`config.mk`:
```
export PLATFORM = sky130hd
export DESIGN_NAME = uart_tx_arbiter
export DESIGN_NICKNAME = d
export VERILOG_FILES = /design/src/rtl/uart_tx_arbiter.sv
export SDC_FILE = /design/constraint.sdc
export NUM_CORES = 1
export LEC_CHECK = 0
export ABC_AREA = 1
export CAP_MARGIN = 20
export CORE_MARGIN = 4
export CORE_UTILIZATION = 50
export DETAILED_ROUTE_END_ITERATION = 12
export PLACE_DENSITY_LB_ADDON = 0.25
export SLEW_MARGIN = 20
export SYNTH_ARGS = -nofsm -noshare
export SYNTH_HDL_FRONTEND = slang
export SYNTH_SLANG_ARGS = --single-unit
export TNS_END_PERCENT = 100
```
`constraint.sdc`:
```
create_clock -name sys_clk -period 2.3 [get_ports sys_clk]
set_clock_uncertainty 0.2 [all_clocks]
set_input_delay 0.46 -clock sys_clk [delete_from_list [all_inputs] [get_ports sys_clk]]
set_output_delay 0.46 -clock sys_clk [all_outputs]
set_load 0.01 [all_outputs]
```
`src/rtl/uart_tx_arbiter.sv`:
```
// Round-robin arbiter that shares one UART transmitter among NUM_REQ byte producers.
// Accepts one byte per grant, sequences a single frame on the tx block and watches for a stalled frame.
module uart_tx_arbiter #(
   parameter int NUM_REQ        = 4,
   parameter int TIMEOUT_CYCLES = 20000,
   parameter int CNT_W          = 16
) (
   input  logic                       sys_clk,
   input  logic                       reset,
   input  logic [NUM_REQ-1:0]         req_valid,
   input  logic [8*NUM_REQ-1:0]       req_data,
   output logic [NUM_REQ-1:0]         req_ready,
   output logic                       tx_send,
   output logic [7:0]                 tx_data,
   input  logic                       tx_active,
   input  logic                       tx_done,
   output logic [$clog2(NUM_REQ)-1:0] grant_id,
   output logic                       busy,
   output logic                       err_timeout
);

   localparam int IDW = $clog2(NUM_REQ);
   localparam int SW  = IDW + 1;

   typedef enum logic [1:0] {
      IDLE      = 2'd0,
      SEND      = 2'd1,
      WAIT_DONE = 2'd2,
      COOLDOWN  = 2'd3
   } state_t;

   state_t             state_reg, state_next;
   logic [IDW-1:0]     last_reg, last_next;
   logic [CNT_W-1:0]   wdog_reg, wdog_next;
   logic [NUM_REQ-1:0] ready_reg, ready_next;
   logic               send_reg, send_next;
   logic [7:0]         data_reg, data_next;
   logic [IDW-1:0]     id_reg, id_next;
   logic               busy_reg, busy_next;
   logic               err_reg, err_next;

   logic [7:0]         req_byte   [NUM_REQ];
   logic [SW-1:0]      cand_sum   [NUM_REQ];
   logic [IDW-1:0]     cand_idx   [NUM_REQ];
   logic [NUM_REQ-1:0] cand_valid;
   logic               pick_found;
   logic [IDW-1:0]     pick_idx;
   logic               wdog_expired;

   // Candidate slot gi holds requester (last+1+gi) mod NUM_REQ, so slot 0 has top priority.
   generate
      for (genvar gi = 0; gi < NUM_REQ; gi++) begin : g_cand
         assign req_byte[gi]   = req_data[8*gi +: 8];
         assign cand_sum[gi]   = {1'b0, last_reg} + SW'(gi + 1);
         assign cand_idx[gi]   = (cand_sum[gi] >= SW'(NUM_REQ)) ?
                                 IDW'(cand_sum[gi] - SW'(NUM_REQ)) : IDW'(cand_sum[gi]);
         assign cand_valid[gi] = req_valid[cand_idx[gi]];
      end
   endgenerate

   always_comb begin
      pick_found = 1'b0;
      pick_idx   = '0;
      for (int k = NUM_REQ - 1; k >= 0; k--) begin
         if (cand_valid[k]) begin
            pick_found = 1'b1;
            pick_idx   = cand_idx[k];
         end
      end
   end

   assign wdog_expired = (wdog_reg == CNT_W'(TIMEOUT_CYCLES - 1));

   always_comb begin
      state_next = state_reg;
      last_next  = last_reg;
      wdog_next  = wdog_reg;
      ready_next = '0;
      data_next  = data_reg;
      id_next    = id_reg;
      err_next   = err_reg;
      case (state_reg)
         IDLE: begin
            if (pick_found) begin
               state_next = SEND;
               data_next  = req_byte[pick_idx];
               id_next    = pick_idx;
               last_next  = pick_idx;
               ready_next = NUM_REQ'(1) << pick_idx;
               wdog_next  = '0;
            end
         end
         SEND: begin
            wdog_next = wdog_reg + CNT_W'(1);
            // A done seen here means the frame was shorter than our sampling window.
            if (tx_done) begin
               state_next = COOLDOWN;
            end else if (wdog_expired) begin
               state_next = IDLE;
               err_next   = 1'b1;
            end else if (tx_active) begin
               state_next = WAIT_DONE;
            end
         end
         WAIT_DONE: begin
            wdog_next = wdog_reg + CNT_W'(1);
            if (tx_done) begin
               state_next = COOLDOWN;
            end else if (wdog_expired) begin
               state_next = IDLE;
               err_next   = 1'b1;
            end
         end
         COOLDOWN: begin
            // Wait out a level-held done so it cannot terminate the next frame.
            if (!tx_done && !tx_active) begin
               state_next = IDLE;
            end
         end
         default: begin
            state_next = IDLE;
         end
      endcase
   end

   assign send_next = (state_next == SEND);
   assign busy_next = (state_next != IDLE);

   always_ff @(posedge sys_clk or negedge reset) begin
      if (!reset) begin
         state_reg <= IDLE;
         last_reg  <= IDW'(NUM_REQ - 1);
         wdog_reg  <= '0;
         ready_reg <= '0;
         send_reg  <= 1'b0;
         data_reg  <= '0;
         id_reg    <= '0;
         busy_reg  <= 1'b0;
         err_reg   <= 1'b0;
      end else begin
         state_reg <= state_next;
         last_reg  <= last_next;
         wdog_reg  <= wdog_next;
         ready_reg <= ready_next;
         send_reg  <= send_next;
         data_reg  <= data_next;
         id_reg    <= id_next;
         busy_reg  <= busy_next;
         err_reg   <= err_next;
      end
   end

   assign req_ready   = ready_reg;
   assign tx_send     = send_reg;
   assign tx_data     = data_reg;
   assign grant_id    = id_reg;
   assign busy        = busy_reg;
   assign err_timeout = err_reg;

endmodule

```
==> flow_summary.ini, run 1 <==
[outcome]
status = finished, final reports clean

[synth]
synth_xor_xnor_area_share = 0.0147
yosys_warnings = 0
synth_simple_gate_area_frac = 0.353
share_of_cell_area_taken_by_muxes_after_synthesis = 0
synthDominantCellAreaShare = 0.368
synth_largest_area_cell = sky130_fd_sc_hd__dfrtp_1
synth_top_family_by_area = simple AND/OR/NAND/NOR gates
compound_gate_fraction_of_synth_area = 0.0893
synth.top_cells.by_area = sky130_fd_sc_hd__dfrtp_1 37%, sky130_fd_sc_hd__nand2_1 14%, sky130_fd_sc_hd__inv_1 8.7%
synthDistinctLibCells = 31
postSynthCellCount = 338
postSynthNetCount = 383
postSynthRegisterBits = 37
synth.cell_area_mm2 = 0.00238
synthesis.area_per_instance_um2 = 7.05
synth_fa_ha_area_frac = 0.0263
synth.yosys.seq_area_share = 0.390

[power]
fin_total_pwr_mw = 4.19
pwr_density_cell_mw_per_mm2 = 1320
ir_worst_vdd_v = 0.000669
power_leakage_nw = 1.60

[setup_path]
reg2reg_setup_slack_ns = 0.18
critPathMostFrequentCell = sky130_fd_sc_hd__nand2_2
required_ns = 2.26
worstPathMaxFanout = 26
crit_path_top_delay_cell = sky130_fd_sc_hd__dfstp_2
crit_family = simple AND/OR/NAND/NOR gates
cpPeakStageDelay_ns = 0.64
timing.critical_path.cells = inv_4 -> nand2_2 -> nand2_2 -> nand2_1 -> nand2_2 -> nand2_4 -> nand2_2 -> nand2_4 -> nand2_4 -> or2_1 -> nand3_1 -> nand3_1
worst-path-buf-inv = 1
timing.critical_path.from_type = flip-flop
timing.critical_path.depth = 12
setup.worst_path.class = reg2reg
crit_path_end = tx_data[6]$_DFFE_PN0P_
reg2reg_to = tx_data[6]$_DFFE_PN0P_
reg2reg_path_depth = 12
cp_data_arrival_time_ns = 2.09
crit_start = last_reg[0]$_DFFE_PN1P_
cp-end-kind = flip-flop
regToRegStartpoint = last_reg[0]$_DFFE_PN1P_

[clock_tree]
cts_repair_resize_count = 0
tritoncts_num_sinks = 37
htreeDepth = 2
cts_tree = yes
cts_buffer_depth = 2
clk_root_buffer_cell = sky130_fd_sc_hd__clkbuf_8
cts-buffers-inserted = 5
clock_input_transition_at_the_sequential_cells_of_the_worst_setup_and_hold_paths_ns = 0.07
clock_latency_reported_for_the_late_side_of_the_worst_skew_pair_ns = 0.29

[grt]
first_global_vias = 2225
overall_global_routing_resource_usage = 0.191
use_met3 = 0.0527
gr-max-usage-layer = met2
first_pass_grt_wire_length_um = 9450
globalRouteMet2Util = 0.319
antenna_violations_before_repair = 0
grt_start_max_net_pins = 38
use_met1 = 0.243
remaining_global_route_overflow = 0

[timing]
slew_violations = 0
min_period_ns = 2.12
final_period_util = 0.922
final-hold-violation-count = 0
tightest_slew_ns = 0.462
rsz0062_at_grt = no
final-setup-viol-count = 0
fmax_mhz = 472
slew_headroom = 0.692

[drt]
postRouteAntennaNets = 0
via_per_inst = 5.10
firstDrtPassIters = 4
drc = 0
drt_iter0_markers = 112
route.final.wire_length_um = 5480
via_count = 2375
detail_route.wl_per_cell_um = 11.8

[floorplanning]
die_w_um = 77.0
io-pin-count = 57
start_util = 0.532
placement_rows = 24
dieHeight_um = 77.0
die-area_mm2 = 0.00593
core-area_mm2 = 0.00447

[layout]
largest_register_ff_count = 16
final_layout_size_suffix_gt1_frac = 0.128
layout_common_cells = 89 x sky130_fd_sc_hd__nand2_1, 56 x sky130_fd_sc_hd__clkdlybuf4s50_1, 55 x sky130_fd_sc_hd__inv_1
num_antenna_cells = 0
finalCoreUtilization = 0.712
areaGrowthSynthToFinish_pct = 33.8
final_nets = 458
leading_cell_type_in_the_layout_fill_and_taps_excluded = sky130_fd_sc_hd__nand2_1

[flow_run]
maxCapViolations = 0

[min_path]
hp-class = reg2reg

[place]
place.detailed.hpwl_um = 4270
global_placement_routability_congestion = 0.892
port-buffer-count = 56
through the flow:
step	setup slack, ns	area, um^2	TNS (ns)	hold WS (ns)	cells
detailed placement	-0.0833	3090	-0.595	0.275	456
floorplan	0.363	2380	0	-0.0356	338
finish	0.180	3190	0	0.289	466
global route	0.0104	3190	0	0.324	466
CTS	0.107	3170	0	0.294	464
global placement	-0.0174	3090	-0.0640	0.261	456
worst min path at each step:
stage | startpoint | endpoint | cells past startpoint
floorplan | reset | busy$_DFF_PN0_ | 0
global placement | err_timeout$_DFFE_PN0P_ | err_timeout$_DFFE_PN0P_ | 1
detailed placement | err_timeout$_DFFE_PN0P_ | err_timeout$_DFFE_PN0P_ | 1
CTS | err_timeout$_DFFE_PN0P_ | err_timeout$_DFFE_PN0P_ | 1
global route | err_timeout$_DFFE_PN0P_ | err_timeout$_DFFE_PN0P_ | 1
finish | err_timeout$_DFFE_PN0P_ | err_timeout$_DFFE_PN0P_ | 1
metal layers:
| layer | vias up | share of wire |
|---|---|---|
| li1 | 1212 | - |
| met1 | 1076 | 0.44 |
| met2 | 81 | 0.47 |
| met3 | 6 | 0.075 |
| met4 | 0 | 0.0095 |
| met5 | - | 0 |
cells in the mapped netlist:
| cell | number |
|---|---|
| sky130_fd_sc_hd__nand2_1 | 89 |
| sky130_fd_sc_hd__inv_1 | 55 |
| sky130_fd_sc_hd__nand3_1 | 40 |
| sky130_fd_sc_hd__dfrtp_1 | 35 |
| sky130_fd_sc_hd__nor2_1 | 22 |
| sky130_fd_sc_hd__a21oi_1 | 11 |
| sky130_fd_sc_hd__inv_2 | 10 |
| sky130_fd_sc_hd__nor3_1 | 10 |
| sky130_fd_sc_hd__o21ai_1 | 10 |
| sky130_fd_sc_hd__nand2_2 | 7 |
| sky130_fd_sc_hd__ha_1 | 5 |
| sky130_fd_sc_hd__o211ai_1 | 5 |
| sky130_fd_sc_hd__nor4_1 | 4 |
| sky130_fd_sc_hd__or2_1 | 4 |
| sky130_fd_sc_hd__buf_6 | 3 |
| sky130_fd_sc_hd__nand2_4 | 3 |
| sky130_fd_sc_hd__o21ai_0 | 3 |
| sky130_fd_sc_hd__o31ai_1 | 3 |
| sky130_fd_sc_hd__xor2_1 | 3 |
| sky130_fd_sc_hd__buf_2 | 2 |
| sky130_fd_sc_hd__dfstp_2 | 2 |
| sky130_fd_sc_hd__nand4_1 | 2 |
| sky130_fd_sc_hd__o21ai_2 | 2 |
| sky130_fd_sc_hd__buf_4 | 1 |
| sky130_fd_sc_hd__inv_4 | 1 |
| sky130_fd_sc_hd__nand3_4 | 1 |
| sky130_fd_sc_hd__nor2_2 | 1 |
| sky130_fd_sc_hd__nor2_4 | 1 |
| sky130_fd_sc_hd__o21a_1 | 1 |
| sky130_fd_sc_hd__o21bai_1 | 1 |
| sky130_fd_sc_hd__xnor2_1 | 1 |
what timing repair did:
item	4_1_cts	5_1_grt
hold buffers	0	0
buffers inserted	0	2
setup endpoints to repair	0	4
worst register-to-register path: stages, from the launching register on:
cell                      delay [ns]
sky130_fd_sc_hd__dfstp_2        0.64
sky130_fd_sc_hd__inv_4          0.08
sky130_fd_sc_hd__nand2_2        0.06
sky130_fd_sc_hd__nand2_2        0.07
sky130_fd_sc_hd__nand2_1        0.11
sky130_fd_sc_hd__nand2_2        0.08
sky130_fd_sc_hd__nand2_4        0.08
sky130_fd_sc_hd__nand2_2        0.06
sky130_fd_sc_hd__nand2_4        0.06
sky130_fd_sc_hd__nand2_4        0.15
sky130_fd_sc_hd__or2_1          0.26
sky130_fd_sc_hd__nand3_1        0.07
sky130_fd_sc_hd__nand3_1        0.08
layout make-up:
type	count	area, um^2
Multi-Input combinational cell	229	1150
Timing Repair Buffer	74	708
Inverter	66	250
Clock inverter	2	10.0
Clock buffer	6	72.6
Tap cell	52	65.1
Sequential cell	37	928
Fill cell	363	1290
logic make-up (layout without fill, tap and decap cells):
logic type               after synthesis  in the layout
AND/OR/NAND/NOR                      184            184
XOR/XNOR                               4              4
buffers and inverters                 72            148
AO/OA/AOI/OAI                         36             36
adder cells (fa/ha/maj)                5              5
flip-flops                            37             37
report_power, final:
part / leakage (nW) / internal (mW) / switching, mW
combinational: 1.08 / 1.18 / 1.53
sequential: 0.477 / 0.884 / 0.158
clock: 0.0450 / 0.210 / 0.230
(Power assumes the default switching activity.)
==> run 2: changes to the inputs <==
--- a/config.mk
+++ b/config.mk
@@ -10,7 +10,7 @@
 export CORE_MARGIN = 4
 export CORE_UTILIZATION = 50
 export DETAILED_ROUTE_END_ITERATION = 12
-export PLACE_DENSITY_LB_ADDON = 0.25
+export PLACE_DENSITY = 0.81
 export SLEW_MARGIN = 20
 export SYNTH_ARGS = -nofsm -noshare
 export SYNTH_HDL_FRONTEND = slang
==> flow_summary.ini, run 2 (same netlist as run 1, synthesis figures left out) <==
[timing]
slew_violations = 0
tightest_slew_ns = 0.451
slew_headroom = 0.699
min_period_ns = 2.13
final-hold-violation-count = 0
final-setup-viol-count = 0
rsz0062_at_grt = no
fmax_mhz = 469
final_period_util = 0.927
timing.setup.tns_ns = 0

[power]
pwr_density_cell_mw_per_mm2 = 1310
power_switching_share = 0.457
power_frac_seq = 0.250
ir_worst_vdd_v = 0.000700
combinationalPowerShare = 0.646
p_switching_mw = 1.91
power_frac_clock = 0.104
power_leakage_nw = 1.60
internal_power_mw = 2.27

[drt]
firstDrtPassIters = 4
route.final.wire_length_um = 5430
detail_route.wl_per_cell_um = 11.6
drt_iter0_markers = 195
via_per_inst = 5.03
via_count = 2348
postRouteAntennaNets = 0
drc = 0

[layout]
stdcell_area_mm2 = 0.00318
areaGrowthSynthToFinish_pct = 33.6
final_nets = 459
num_antenna_cells = 0
fillerInstances = 366
largest_register_ff_count = 16
finalCoreUtilization = 0.711
layout_common_cells = 89 x sky130_fd_sc_hd__nand2_1, 56 x sky130_fd_sc_hd__clkdlybuf4s50_1, 55 x sky130_fd_sc_hd__inv_1
stdcell_count = 467
leading_cell_type_in_the_layout_fill_and_taps_excluded = sky130_fd_sc_hd__nand2_1
final_layout_size_suffix_gt1_frac = 0.128

[grt]
overall_global_routing_resource_usage = 0.184
first_pass_grt_wire_length_um = 9090
first_global_vias = 2187
antenna_violations_before_repair = 0
grt_start_max_net_pins = 38
remaining_global_route_overflow = 0

[floorplanning]
die-area_mm2 = 0.00593
start_util = 0.532
dieHeight_um = 77.0
placement_rows = 24
io-pin-count = 57
core-area_mm2 = 0.00447
die_w_um = 77.0

[setup_path]
reg2reg_setup_slack_ns = 0.17
reg2reg_to = tx_data[0]$_DFFE_PN0P_
cpPeakStageDelay_ns = 0.50
regToRegStartpoint = last_reg[0]$_DFFE_PN1P_
timing.critical_path.cells = clkdlybuf4s50_1 -> inv_1 -> nand2_1 -> nand3_1 -> nand2_1 -> inv_2 -> nand2_4 -> nand2_2 -> nand2_4 -> nand2_4 -> or2_1 -> nand3_1 -> nand3_1
reg2reg_path_depth = 11
timing.critical_path.from_type = primary input
crit_path_end = tx_data[0]$_DFFE_PN0P_
cp-end-kind = flip-flop
crit_start = req_valid[1]
setup.worst_path.class = in2reg
cp_data_arrival_time_ns = 2.08
worstPathMaxFanout = 26
crit_path_top_delay_cell = sky130_fd_sc_hd__clkdlybuf4s50_1
required_ns = 2.25

[clock_tree]
clock_input_transition_at_the_sequential_cells_of_the_worst_setup_and_hold_paths_ns = 0.07
cts_buffer_depth = 2
cts-buffers-inserted = 5
clock_latency_reported_for_the_late_side_of_the_worst_skew_pair_ns = 0.28
clk_root_buffer_cell = sky130_fd_sc_hd__clkbuf_8
cts_tree = yes
tritoncts_num_sinks = 37
htreeDepth = 2

[place]
dpl-instance-area_mm2 = 0.00308
port-buffer-count = 56
placedCellCount = 457
place.detailed.hpwl_um = 4230
global_placement_routability_congestion = 0.918

[flow_run]
maxCapViolations = 0

[outcome]
status = finished, final reports clean

[min_path]
hp-class = reg2reg
## run 2: metal layers
| layer | wire length, um | GRT usage | up-vias |
|---|---|---|---|
| met4 | 41 | 0.0516 | 0 |
| met3 | 384 | 0.0504 | 4 |
| met5 | 0 | 0 | - |
| li1 | - | - | 1216 |
| met2 | 2410 | 0.291 | 85 |
| met1 | 2600 | 0.249 | 1043 |
## run 2: per-stage QoR
stage	hold slack, ns	power [mW]	setup slack, ns
after global routing	0.305	4.54	0.00550
after detailed placement	0.267	3.71	-0.130
after CTS	0.287	4.15	0.101
after global placement	0.262	3.65	-0.0207
after floorplan	-0.0356	2.78	0.363
final	0.285	4.17	0.169
## run 2: worst min path at each step
| stage | depth (start not counted) | start | end | slack [ns] |
|---|---|---|---|---|
| floorplan | 0 | reset | busy$_DFF_PN0_ | -0.04 |
| global placement | 1 | err_timeout$_DFFE_PN0P_ | err_timeout$_DFFE_PN0P_ | 0.26 |
| detailed placement | 1 | err_timeout$_DFFE_PN0P_ | err_timeout$_DFFE_PN0P_ | 0.27 |
| CTS | 1 | err_timeout$_DFFE_PN0P_ | err_timeout$_DFFE_PN0P_ | 0.29 |
| global route | 1 | err_timeout$_DFFE_PN0P_ | err_timeout$_DFFE_PN0P_ | 0.30 |
| finish | 1 | err_timeout$_DFFE_PN0P_ | err_timeout$_DFFE_PN0P_ | 0.29 |
## run 2: critical path, delay by kind of cell
family,cells,cell delay (ns)
buffers and inverters,3,0.61
and+or+nand+nor,10,1.01
## run 2: repair_timing
action | 4_1_cts | 5_1_grt
resized for setup | 0 | 1
endpoints found under the setup margin | 0 | 7
endpoints found under the hold margin | 0 | 0
hold buffers | 0 | 0
setup buffers | 0 | 2
## run 2: cell type report
type,count,area (um^2),area share
multi-input combinational,229,1150,0.363
sequential,37,928,0.292
timing repair buffer,75,703,0.221
inverter,66,250,0.0786
clock buffer,8,80.1,0.0252
tap,52,65.1,0.0204
## run 2: power by group through the flow
stage	clock, mW	sequential, mW	combinational (mW)
2_1_floorplan	0	1.07	1.72
3_3_place_gp	0	1.06	2.59
3_5_place_dp	0	1.06	2.66
4_1_cts	0.432	1.05	2.67
5_1_grt	0.460	1.08	3.01
6_report	0.433	1.04	2.70
==> run 3: changes to the inputs <==
--- a/config.mk
+++ b/config.mk
@@ -6,7 +6,6 @@
 export NUM_CORES = 1
 export LEC_CHECK = 0
 export ABC_AREA = 1
-export CAP_MARGIN = 20
 export CORE_MARGIN = 4
 export CORE_UTILIZATION = 50
 export DETAILED_ROUTE_END_ITERATION = 12
==> constraint.sdc (replaced) <==
create_clock -name sys_clk -period 2.18 [get_ports sys_clk]
set_clock_uncertainty 0.2 [all_clocks]
set_input_delay 0.436 -clock sys_clk [delete_from_list [all_inputs] [get_ports sys_clk]]
set_output_delay 0.436 -clock sys_clk [all_outputs]
set_load 0.01 [all_outputs]
==> flow_summary.ini, run 3 (same netlist as run 1, synthesis figures left out) <==
[floorplanning]
dieHeight_um = 77.0
start_util = 0.532
die-area_mm2 = 0.00593
io-pin-count = 57
placement_rows = 24
core-area_mm2 = 0.00447
die_w_um = 77.0

[layout]
final_layout_size_suffix_gt1_frac = 0.152
finalCoreUtilization = 0.734
largest_register_ff_count = 16
stdcell_area_mm2 = 0.00329
layout_common_cells = 88 x sky130_fd_sc_hd__nand2_1, 56 x sky130_fd_sc_hd__clkdlybuf4s50_1, 55 x sky130_fd_sc_hd__inv_1
final_nets = 464
leading_cell_type_in_the_layout_fill_and_taps_excluded = sky130_fd_sc_hd__nand2_1
num_antenna_cells = 0
areaGrowthSynthToFinish_pct = 37.9

[setup_path]
required_ns = 2.20
cp-end-kind = flip-flop
setup.worst_path.class = reg2reg
cp_data_arrival_time_ns = 2.07
reg2reg_to = wdog_reg[5]$_DFFE_PN0P_
reg2reg_path_depth = 11
timing.critical_path.from_type = flip-flop
worstPathMaxFanout = 8
reg2reg_setup_slack_ns = 0.13
crit_path_end = wdog_reg[5]$_DFFE_PN0P_
regToRegStartpoint = last_reg[0]$_DFFE_PN1P_
crit_start = last_reg[0]$_DFFE_PN1P_

[min_path]
hp-class = reg2reg
hold_start = tx_data[3]$_DFFE_PN0P_

[drt]
drc = 0
via_count = 2374
route.final.wire_length_um = 5480
via_per_inst = 5.03
detail_route.wl_per_cell_um = 11.6
postRouteAntennaNets = 0
drt_iter0_markers = 88
firstDrtPassIters = 4

[timing]
tightest_slew_ns = 0.395
final-setup-viol-count = 0
final_period_util = 0.942
final-hold-violation-count = 0
timing.setup.tns_ns = 0
rsz0062_at_grt = no
fmax_mhz = 487
min_period_ns = 2.05
slew_headroom = 0.737
final.hold.worst_slack_ns = 0.298
slew_violations = 0

[grt]
first_global_vias = 2171
first_pass_grt_wire_length_um = 9540
overall_global_routing_resource_usage = 0.195
remaining_global_route_overflow = 0
grt_start_max_net_pins = 38
antenna_violations_before_repair = 0

[clock_tree]
clock_input_transition_at_the_sequential_cells_of_the_worst_setup_and_hold_paths_ns = 0.07
cts-buffers-inserted = 5
htreeDepth = 2
hold_bufs_inserted_after_cts = 0
tritoncts_num_sinks = 37
cts_buffer_depth = 2
cts_tree = yes
clock_latency_reported_for_the_late_side_of_the_worst_skew_pair_ns = 0.28
clk_root_buffer_cell = sky130_fd_sc_hd__clkbuf_8

[place]
dpl-instance-area_mm2 = 0.00314
global_placement_routability_congestion = 0.908
port-buffer-count = 56
place.detailed.hpwl_um = 4310

[power]
ir_worst_vdd_v = 0.000867
pwr_density_cell_mw_per_mm2 = 1400
power_leakage_nw = 1.64
fin_total_pwr_mw = 4.61

[flow_run]
maxCapViolations = 0

[outcome]
status = finished, final reports clean
==> run 3: cell types whose count changed in the layout (fill, tap and decap cells not counted), sizes merged <==
cell,delta
clkbuf,-2
clkinv,+2
buf,+5
==> run 3: how the worst min path moves through the flow <==
stage / end / slack (ns) / cells past startpoint
2_1_floorplan: busy$_DFF_PN0_ / -0.06 / 0
3_3_place_gp: err_timeout$_DFFE_PN0P_ / 0.26 / 1
3_5_place_dp: tx_data[3]$_DFFE_PN0P_ / 0.27 / 2
4_1_cts: tx_data[3]$_DFFE_PN0P_ / 0.30 / 2
5_1_grt: tx_data[2]$_DFFE_PN0P_ / 0.33 / 2
6_report: tx_data[3]$_DFFE_PN0P_ / 0.30 / 2
==> run 3: area by class of cell <==
cell class | instances | area, um^2
Sequential cell | 37 | 928
Clock inverter | 2 | 10.0
Inverter | 66 | 250
Clock buffer | 6 | 72.6
Fill cell | 359 | 1190
Multi-Input combinational cell | 229 | 1190
Tap cell | 52 | 65.1
Timing Repair Buffer | 80 | 769
==> run 3: per-stage QoR <==
step	cells	setup slack, ns
after floorplan	338	0.243
after global placement	463	-0.124
after detailed placement	463	-0.181
after CTS	471	0.0369
after global routing	472	0.00204
final	472	0.127
==> run 3: worst max-delay path, cell delays in order (launching register included) <==
cell and delay (ns):
sky130_fd_sc_hd__dfstp_2 0.60, sky130_fd_sc_hd__buf_12 0.12, sky130_fd_sc_hd__nand2_1 0.05, sky130_fd_sc_hd__o21ai_2 0.09
sky130_fd_sc_hd__nor2_1 0.06, sky130_fd_sc_hd__nand3_1 0.08, sky130_fd_sc_hd__nand2_1 0.08, sky130_fd_sc_hd__o21ai_2 0.18
sky130_fd_sc_hd__nand2_1 0.21, sky130_fd_sc_hd__o21ai_1 0.17, sky130_fd_sc_hd__nand2_1 0.07, sky130_fd_sc_hd__nor2_1 0.08
==> run 3: routing by layer <==
layer  share of wire  up-vias  global-route usage
met5               0        -                   0
met4           0.016        0              0.0658
met3           0.060        9              0.0527
met2            0.47       61               0.319
met1            0.45     1073               0.251
li1                -     1231                   -
==> run 3: what timing repair did <==
action                     in CTS  in global routing
buffers inserted                0                  1
setup endpoints to repair       0                 15
gates resized for setup         0                  9
==> run 3: power by group <==
group          switching [mW]  internal, mW
sequential              0.150         0.933
clock                   0.232         0.221
combinational            1.71          1.36
